[src/rtl/pio_arbiter.sv]
// pio_arbiter: round-robin arbiter sharing one PIO command bus between up to
// four requesters. One transaction is in flight at a time. The arbiter issues
// the command, waits for a read response, and returns the data to the
// requester that owns the read.
// Optional feature macro: PIO_ARB_TIMEOUT_EN. When it is defined, a read that
// gets no response within TIMEOUT cycles completes with 32'hDEAD_BEEF and
// req_rd_err=1.
module pio_arbiter #(
  parameter int NUM_REQ = 2,
  parameter int TIMEOUT = 256
) (
  input  logic                    clk,
  input  logic                    reset,
  input  logic [NUM_REQ-1:0]      req_cmd_vld,
  input  logic [NUM_REQ-1:0]      req_rw,
  input  logic [16*NUM_REQ-1:0]   req_addr,
  input  logic [32*NUM_REQ-1:0]   req_data_w,
  output logic [NUM_REQ-1:0]      req_ack,
  output logic [NUM_REQ-1:0]      req_rd_vld,
  output logic [31:0]             req_data_r,
  output logic                    req_rd_err,
  output logic                    pio_cmd_vld,
  output logic [15:0]             pio_addr,
  output logic [31:0]             pio_data_w,
  output logic                    pio_rw,
  input  logic                    pio_rd_vld,
  input  logic [31:0]             pio_data_r,
  output logic                    busy
);

  typedef enum logic [1:0] {IDLE, ISSUE, WAIT_RD, RESP} state_t;

  state_t             state;
  logic [1:0]         ptr;
  logic [NUM_REQ-1:0] owner;

  // Per-requester fields unpacked into four slots; slots beyond NUM_REQ read as 0
  logic        vld_a  [4];
  logic        rw_a   [4];
  logic [15:0] addr_a [4];
  logic [31:0] data_a [4];

  for (genvar i = 0; i < 4; i++) begin : g_slot
    if (i < NUM_REQ) begin : g_used
      assign vld_a[i]  = req_cmd_vld[i];
      assign rw_a[i]   = req_rw[i];
      assign addr_a[i] = req_addr[16*i +: 16];
      assign data_a[i] = req_data_w[32*i +: 32];
    end else begin : g_empty
      assign vld_a[i]  = 1'b0;
      assign rw_a[i]   = 1'b0;
      assign addr_a[i] = '0;
      assign data_a[i] = '0;
    end
  end

  logic               found;
  logic [1:0]         pick;
  logic [NUM_REQ-1:0] pick_oh;
  logic [1:0]         ptr_nxt;
  logic [2:0]         sum;
  logic [2:0]         inc;

  // Round-robin search: first active requester at or above ptr, wrapping at NUM_REQ
  always_comb begin
    found   = 1'b0;
    pick    = 2'd0;
    sum     = 3'd0;
    pick_oh = '0;
    for (int k = 0; k < NUM_REQ; k++) begin
      sum = {1'b0, ptr} + 3'(k);
      if (sum >= 3'(NUM_REQ)) sum = sum - 3'(NUM_REQ);
      if (!found && vld_a[sum[1:0]]) begin
        found = 1'b1;
        pick  = sum[1:0];
      end
    end
    for (int i = 0; i < NUM_REQ; i++) begin
      pick_oh[i] = (32'(pick) == i);
    end
    inc = {1'b0, pick} + 3'd1;
    if (inc >= 3'(NUM_REQ)) inc = 3'd0;
    ptr_nxt = inc[1:0];
  end

`ifdef PIO_ARB_TIMEOUT_EN
  localparam logic [15:0] TO_LAST = 16'(TIMEOUT - 1);
  logic [15:0] cnt;
`else
  assign req_rd_err = 1'b0;
`endif

  // Control FSM with registered command, handshake and response outputs
  always_ff @(posedge clk or negedge reset) begin
    if (!reset) begin
      state       <= IDLE;
      ptr         <= 2'd0;
      owner       <= '0;
      req_ack     <= '0;
      req_rd_vld  <= '0;
      req_data_r  <= '0;
      pio_cmd_vld <= 1'b0;
      pio_addr    <= '0;
      pio_data_w  <= '0;
      pio_rw      <= 1'b0;
      busy        <= 1'b0;
`ifdef PIO_ARB_TIMEOUT_EN
      cnt         <= '0;
      req_rd_err  <= 1'b0;
`endif
    end else begin
      req_ack     <= '0;
      req_rd_vld  <= '0;
      pio_cmd_vld <= 1'b0;
`ifdef PIO_ARB_TIMEOUT_EN
      req_rd_err  <= 1'b0;
`endif
      case (state)
        IDLE: begin
          if (found) begin
            owner       <= pick_oh;
            pio_addr    <= addr_a[pick];
            pio_data_w  <= data_a[pick];
            pio_rw      <= rw_a[pick];
            pio_cmd_vld <= 1'b1;
            req_ack     <= pick_oh;
            ptr         <= ptr_nxt;
            busy        <= 1'b1;
            state       <= ISSUE;
          end
        end
        ISSUE: begin
          if (pio_rw) begin
`ifdef PIO_ARB_TIMEOUT_EN
            cnt   <= '0;
`endif
            state <= WAIT_RD;
          end else begin
            busy  <= 1'b0;
            state <= IDLE;
          end
        end
        WAIT_RD: begin
          if (pio_rd_vld) begin
            req_data_r <= pio_data_r;
            req_rd_vld <= owner;
            state      <= RESP;
          end
`ifdef PIO_ARB_TIMEOUT_EN
          else if (cnt == TO_LAST) begin
            req_data_r <= 32'hDEAD_BEEF;
            req_rd_vld <= owner;
            req_rd_err <= 1'b1;
            state      <= RESP;
          end else begin
            cnt <= cnt + 16'd1;
          end
`endif
        end
        RESP: begin
          busy  <= 1'b0;
          state <= IDLE;
        end
        default: begin
          busy  <= 1'b0;
          state <= IDLE;
        end
      endcase
    end
  end

endmodule

[config.mk]
export PLATFORM = sky130hd
export DESIGN_NAME = pio_arbiter
export DESIGN_NICKNAME = d
export VERILOG_FILES = /design/src/rtl/pio_arbiter.sv
export SDC_FILE = /design/constraint.sdc
export NUM_CORES = 1
export LEC_CHECK = 0
export CAP_MARGIN = 20
export CORE_AREA = 2 2 105 107
export CTS_CLUSTER_DIAMETER = 60
export DETAILED_ROUTE_END_ITERATION = 8
export DIE_AREA = 0 0 107 109
export PLACE_DENSITY_LB_ADDON = 0.15
export SLEW_MARGIN = 40
export SYNTH_ARGS = -nofsm -noshare
export SYNTH_HDL_FRONTEND = slang
export SYNTH_SLANG_ARGS = --single-unit
[constraint.sdc]
create_clock -name clk -period 1.6 [get_ports clk]
set_input_delay 0.32 -clock clk [delete_from_list [all_inputs] [get_ports clk]]
set_output_delay 0.32 -clock clk [all_outputs]
set_load 0.02 [all_outputs]
; Yosys cells after proc, flatten, opt, wreduce, memory -nomap -nowiden
; Index checks and enable logic that the tools add are counted.
; Widths: inputs -> output; s select.
[op_classes]
n_addsub = 4
shifts = 0
order_cmp = 6
muxes = 35
div = 0
bitwise = 3
n_mul = 0
n_eq_ne = 7
reduce_logical = 9
[op_table]
columns = cell, count
row1 = $bmux 32 s2, 1
row2 = $mux 32, 2
row3 = $bmux 16 s2, 1
row4 = $mux 16, 2
row5 = $mux 2, 12
row6 = $mux 1, 12
row7 = $ge 3x3->1 const B, 3
row8 = $not 2->3, 3
row9 = $pmux 2 s4, 1
row10 = $add 2x1->3 const B, 2
row11 = $bmux 1 s2, 3
row12 = $ge 3x2->1 const B, 2
row13 = $ne 2x2->1 const B, 3
row14 = $reduce_and 2->1, 3
row15 = $eq 2x1->1 const B, 2
row16 = $eq 2x2->1 const B, 2
row17 = $logic_not 2->1, 2
row18 = $sub 2x2->2 const B, 2
row19 = $pmux 1 s3, 1
row20 = $reduce_and 3->1, 1
row21 = $reduce_bool 3->1, 1
row22 = $ge 2x2->1 const B, 1
row23 = $logic_and 1x1->1, 1
row24 = $logic_not 1->1, 1
[totals]
out_inout_bits = 88
rom_bits = 0
ram_bits = 0
latchBits = 0
register_bits = 93
mem_count = 0
word_cells = 75

; Depth between registers and ports, before layout
; Gate-level depths: netlist (run 1).
[logic_depth]
depth_word = 14
depth_mapped = 8
mapped_depth_nobuf = 6

; Worst setup path before layout (run 1)
; Ideal clock, no wire load.
[synth_timing]
path_type = register to register
startpoint = register ptr[0]
endpoint = register ptr[1]
path_stages_with_launch = 7
setup_ns = 0.122
required_ns = 1.478
setup_slack_ns = 0.331
period_less_slack_ns = 1.269
n_path_buf = 2
arrival_time_ns = 1.147
path_cell_list = dfrtp_1 o21ai_1 buf_4 buf_6 ha_1 nand2_1 o21ai_1
[synth_via]
elab_chain_len = 13
[synth_rtl]
columns = element, line_no
row1 = start: declaration, 34  ; logic [1:0] ptr;
row2 = start signal: assignment, 127  ; ptr <= ptr_nxt;
row3 = branches (longest 13 deep; another with $add 2x1->3), --
; Several ways; the timed one is not identified. The select of a mux whose other input is x is not followed.
; A chain may end at the register's enable or synchronous reset.

; Final worst setup path (run 1)
[layout_timing]
startpoint = input port req_cmd_vld[0]
endpoint = register pio_data_w[14]
[layout_via]
elab_chain_len = 11
[layout_rtl]
columns = element, line_no
row1 = start: declaration, 14  ; input logic [NUM_REQ-1:0] req_cmd_vld,
row2 = $bmux 1 s2, 73  ; if (!found && vld_a[sum[1:0]]) begin
row3 = $mux 1 (implied by the code) (2 in a row), 73
row4 = $mux 1, 73
row5 = $logic_not 1->1, 73
row6 = $logic_and 1x1->1, 73
row7 = $mux 2, 73
row8 = $not 2->3 (implied by the code), 123  ; pio_data_w <= data_a[pick];
row9 = $bmux 32 s2, 123
row10 = $mux 32 (implied by the code) (2 in a row), 123
row11 = end signal: assignment, 123
row12 = end: declaration, 24  ; output logic [31:0] pio_data_w,
; Several ways; a longest one is shown, not always the timed one. The select of a mux whose other input is x is not followed.

==> results.py, run 1 <==
metrics = {
    "synthesis": {
        "ys_seq_area_frac": 0.587,
        "synth-seq-cells": 92,
        "yosysWarnings": 0,
        "synthCells": 322,
        "syn_nets": 458,
        "synth_area_leaders": "dfrtp_1, mux2i_1, mux2_1",
        "syn_area_sq_mm": 0.00392,
        "synthDistinctLibCells": 21,
        "syn_area_per_cell_sq_um": 12.2,
        "yosysTopAreaCell": "dfrtp_1",
        "synth_top_area_share": 0.587,
    },
    "critical_path": {
        "crit_chain": "clkdlybuf4s50_1 > inv_1 > o21ai_4 > buf_4 > buf_12 > mux2i_1 > o21ai_1",
        "max_stage_delay_ps": 470,
        "cp-start-kind": "input pin",
        "crit_slowest_cell": "clkdlybuf4s50_1",
        "cp_top_family": "buffers and inverters",
        "r2r-end": "ptr[0]$_DFFE_PN0P_",
        "r2r_start": "ptr[0]$_DFFE_PN0P_",
        "crit_buf_inv": 4,
        "critPathLaunch": "req_cmd_vld[0]",
        "reg2reg_slack_ps": 200,
        "critical_path_class": "input pin to flip-flop",
        "crit_path_end": "pio_data_w[14]$_DFFE_PN0P_",
        "rr_worst_depth": 5,
        "worst_setup_path_end_kind": "flip-flop",
        "required_ps": 1830,
        "crit_fanout": 13,
        "cp.depth": 7,
        "crit_arrival_ps": 1670,
    },
    "timing": {
        "hold_viol_final": 0,
        "hold_ws_ps": 421,
        "setup_viol": 0,
        "fmax_mhz": 695,
        "finClkSkew_ps": 7.94,
        "rsz0062_at_grt": "false",
        "fin_ws_ps": 162,
        "fin_crit_ps": 1440,
        "min_period_over_period": 0.899,
        "report.final.slew_viol_count": 0,
    },
    "placed_design": {
        "gp_congestion": 0.745,
        "io_buffers": 221,
        "dp_slack_ps": -215,
        "dpl_cell_area_sq_mm": 0.00635,
        "hpwl_microns": 7590,
    },
    "grt": {
        "antenna_found_initial": 0,
        "grt_pass1_wl_microns": 15300,
        "overflow": 0,
        "grt_max_degree": 39,
        "grt_use_total": 0.169,
        "grt_pass1_vias": 3129,
    },
    "drt": {
        "vias": 3120,
        "wl_microns": 9650,
        "drc": 0,
        "drt-initial-drc-count": 108,
        "drt_pass1_iterations": 4,
        "wl_per_cell_microns": 13.9,
        "antenna_left": 0,
        "viasPerCell": 4.51,
    },
    "clock_network": {
        "cts_root_buffer": "clkbuf_8",
        "insertion_delay_ps": 350,
        "clockBufferDepth": 2,
        "clk_pin_slew_worst_paths_ps": 90,
        "h-tree-depth": 3,
        "post_cts_buffers": 0,
        "clkSinkCount": 92,
        "numCtsBuffers": 9,
        "cts_tree": "built",
    },
    "floorplan": {
        "die_w_microns": 107,
        "initial_core_util": 0.370,
        "coreArea_sq_mm": 0.0106,
        "fp.dieArea_sq_mm": 0.0117,
        "die_y_microns": 109,
        "ios": 223,
        "fp-row-count": 38,
    },
    "flow_run": {
        "drv_cap": 0,
    },
    "finish": {
        "diodes": 0,
        "post-route-util": 0.611,
        "final_net_count": 684,
        "final_cell_area_sq_mm": 0.00647,
        "drive_gt1_frac": 0.0707,
        "layout-area-overhead-vs-synth_pct": 65.1,
    },
    "status": {
        "status": "finished clean",
    },
    "power_and_ir_drop": {
        "p_leak_nw": 3.18,
        "power.total_mw": 11.0,
        "ir_drop_v": 0.000767,
        "power_density_mw_per_mm2": 1700,
    },
    "worst_hold_path": {
        "hold_class": "input pin to asynchronous set/reset pin",
    },
}
## placed cells by master, fill, tap and decap left out
cell	instances
inv_1	6
o21ai_4	2
ha_1	1
nor3_1	1
a21o_1	2
o21ai_0	2
buf_4	7
clkbuf_8	10
clkinvlp_4	2
bufinv_16	2
conb_1	2
a21boi_1	1
nand2_1	54
mux2i_1	49
dlygate4sd3_1	1
mux2_2	5
mux2_1	27
nand3_1	1
nand3b_4	1
inv_2	1
nor2_1	4
dlygate4sd2_1	87
inv_6	1
o21ai_1	50
dfrtp_1	92
buf_12	8
clkdlybuf4s50_1	133
## flip-flops by register name (all words and copies together), names as in the netlist, named ones only
register	flops
ptr	2
pio_rw	1
pio_data_w	32
owner	1
req_rd_vld	2
pio_cmd_vld	1
req_ack	2
state	1
pio_addr	16
busy	1
req_data_r	32
## layout make-up
type,count,area [sq um]
Sequential cell,92,2300
Timing Repair Buffer,236,2320
Clock inverter,5,83.8
Multi-Input combinational cell,202,1430
Inverter,7,26.3
Fill cell,940,4130
Clock buffer,10,138
Tap cell,140,175
## per-layer routing
| layer | wire [microns] | GRT usage | up-vias |
|---|---|---|---|
| li1 | - | - | 1548 |
| met1 | 3940 | 0.201 | 1410 |
| met2 | 4600 | 0.278 | 147 |
| met3 | 910 | 0.0562 | 15 |
| met4 | 200 | 0.0788 | 0 |
| met5 | 0 | 0 | - |
## power by group
group	leakage, nW	switching [mW]	internal [mW]
Combinational	1.95	2.98	2.30
Clock	0.105	0.794	0.919
Sequential	1.13	0.552	3.44
## synth_stat cells
master and instances:
nand2_1 54, a21boi_1 1, nor2_1 4, inv_2 1, o21ai_1 51, o21ai_0 2
ha_1 1, mux2i_1 49, a21o_1 2, o21ai_2 1, nand3_1 1, buf_4 4
dfrtp_1 92, mux2_1 27, buf_6 10, conb_1 2, nor3_1 1, mux2_2 5
nand3b_4 1, buf_2 7, inv_1 6
## worst min-delay path by stage
stage,startpoint,end,slack (ps),cells past startpoint
2_1_floorplan,reset,asynchronous set/reset pin,20,0
3_3_place_gp,reset,req_data_r[21]$_DFFE_PN0P_,260,1
3_5_place_dp,reset,req_data_r[19]$_DFFE_PN0P_,260,1
4_1_cts,reset,req_data_r[19]$_DFFE_PN0P_,410,2
5_1_grt,reset,req_data_r[21]$_DFFE_PN0P_,430,2
6_report,reset,req_data_r[21]$_DFFE_PN0P_,420,2
## stage by stage
| stage | TNS, ps | cells |
|---|---|---|
| 6_report | 0 | 692 |
| 5_1_grt | 0 | 692 |
| 4_1_cts | 0 | 692 |
| 3_5_place_dp | -7330 | 676 |
| 3_3_place_gp | -6260 | 676 |
| 2_1_floorplan | 0 | 322 |
## kinds of logic after synthesis
family,count (synthesis),synth area share
DFF,92,0.587
muxes,81,0.217
and+or+nand+nor,61,0.0632
AOI/OAI and AO/OA,57,0.0756
buffers and inverters,28,0.0520
other,2,0.00192
adders and majority gates,1,0.00319
## repair_timing
| item | CTS | global route |
|---|---|---|
| hold buffers | 1 | 0 |
| gates resized for setup | 87 | 0 |
| endpoints found under the hold margin | 26 | 0 |
| setup endpoints to repair | 87 | 0 |
No activity file was read; power rests on OpenSTA's default activity.
==> run 2, diff against run 1 <==
- TNS_END_PERCENT: not set -> 5
==> results of run 2 <==
The final DEF is identical to that of run 1; final timing and power are the same.
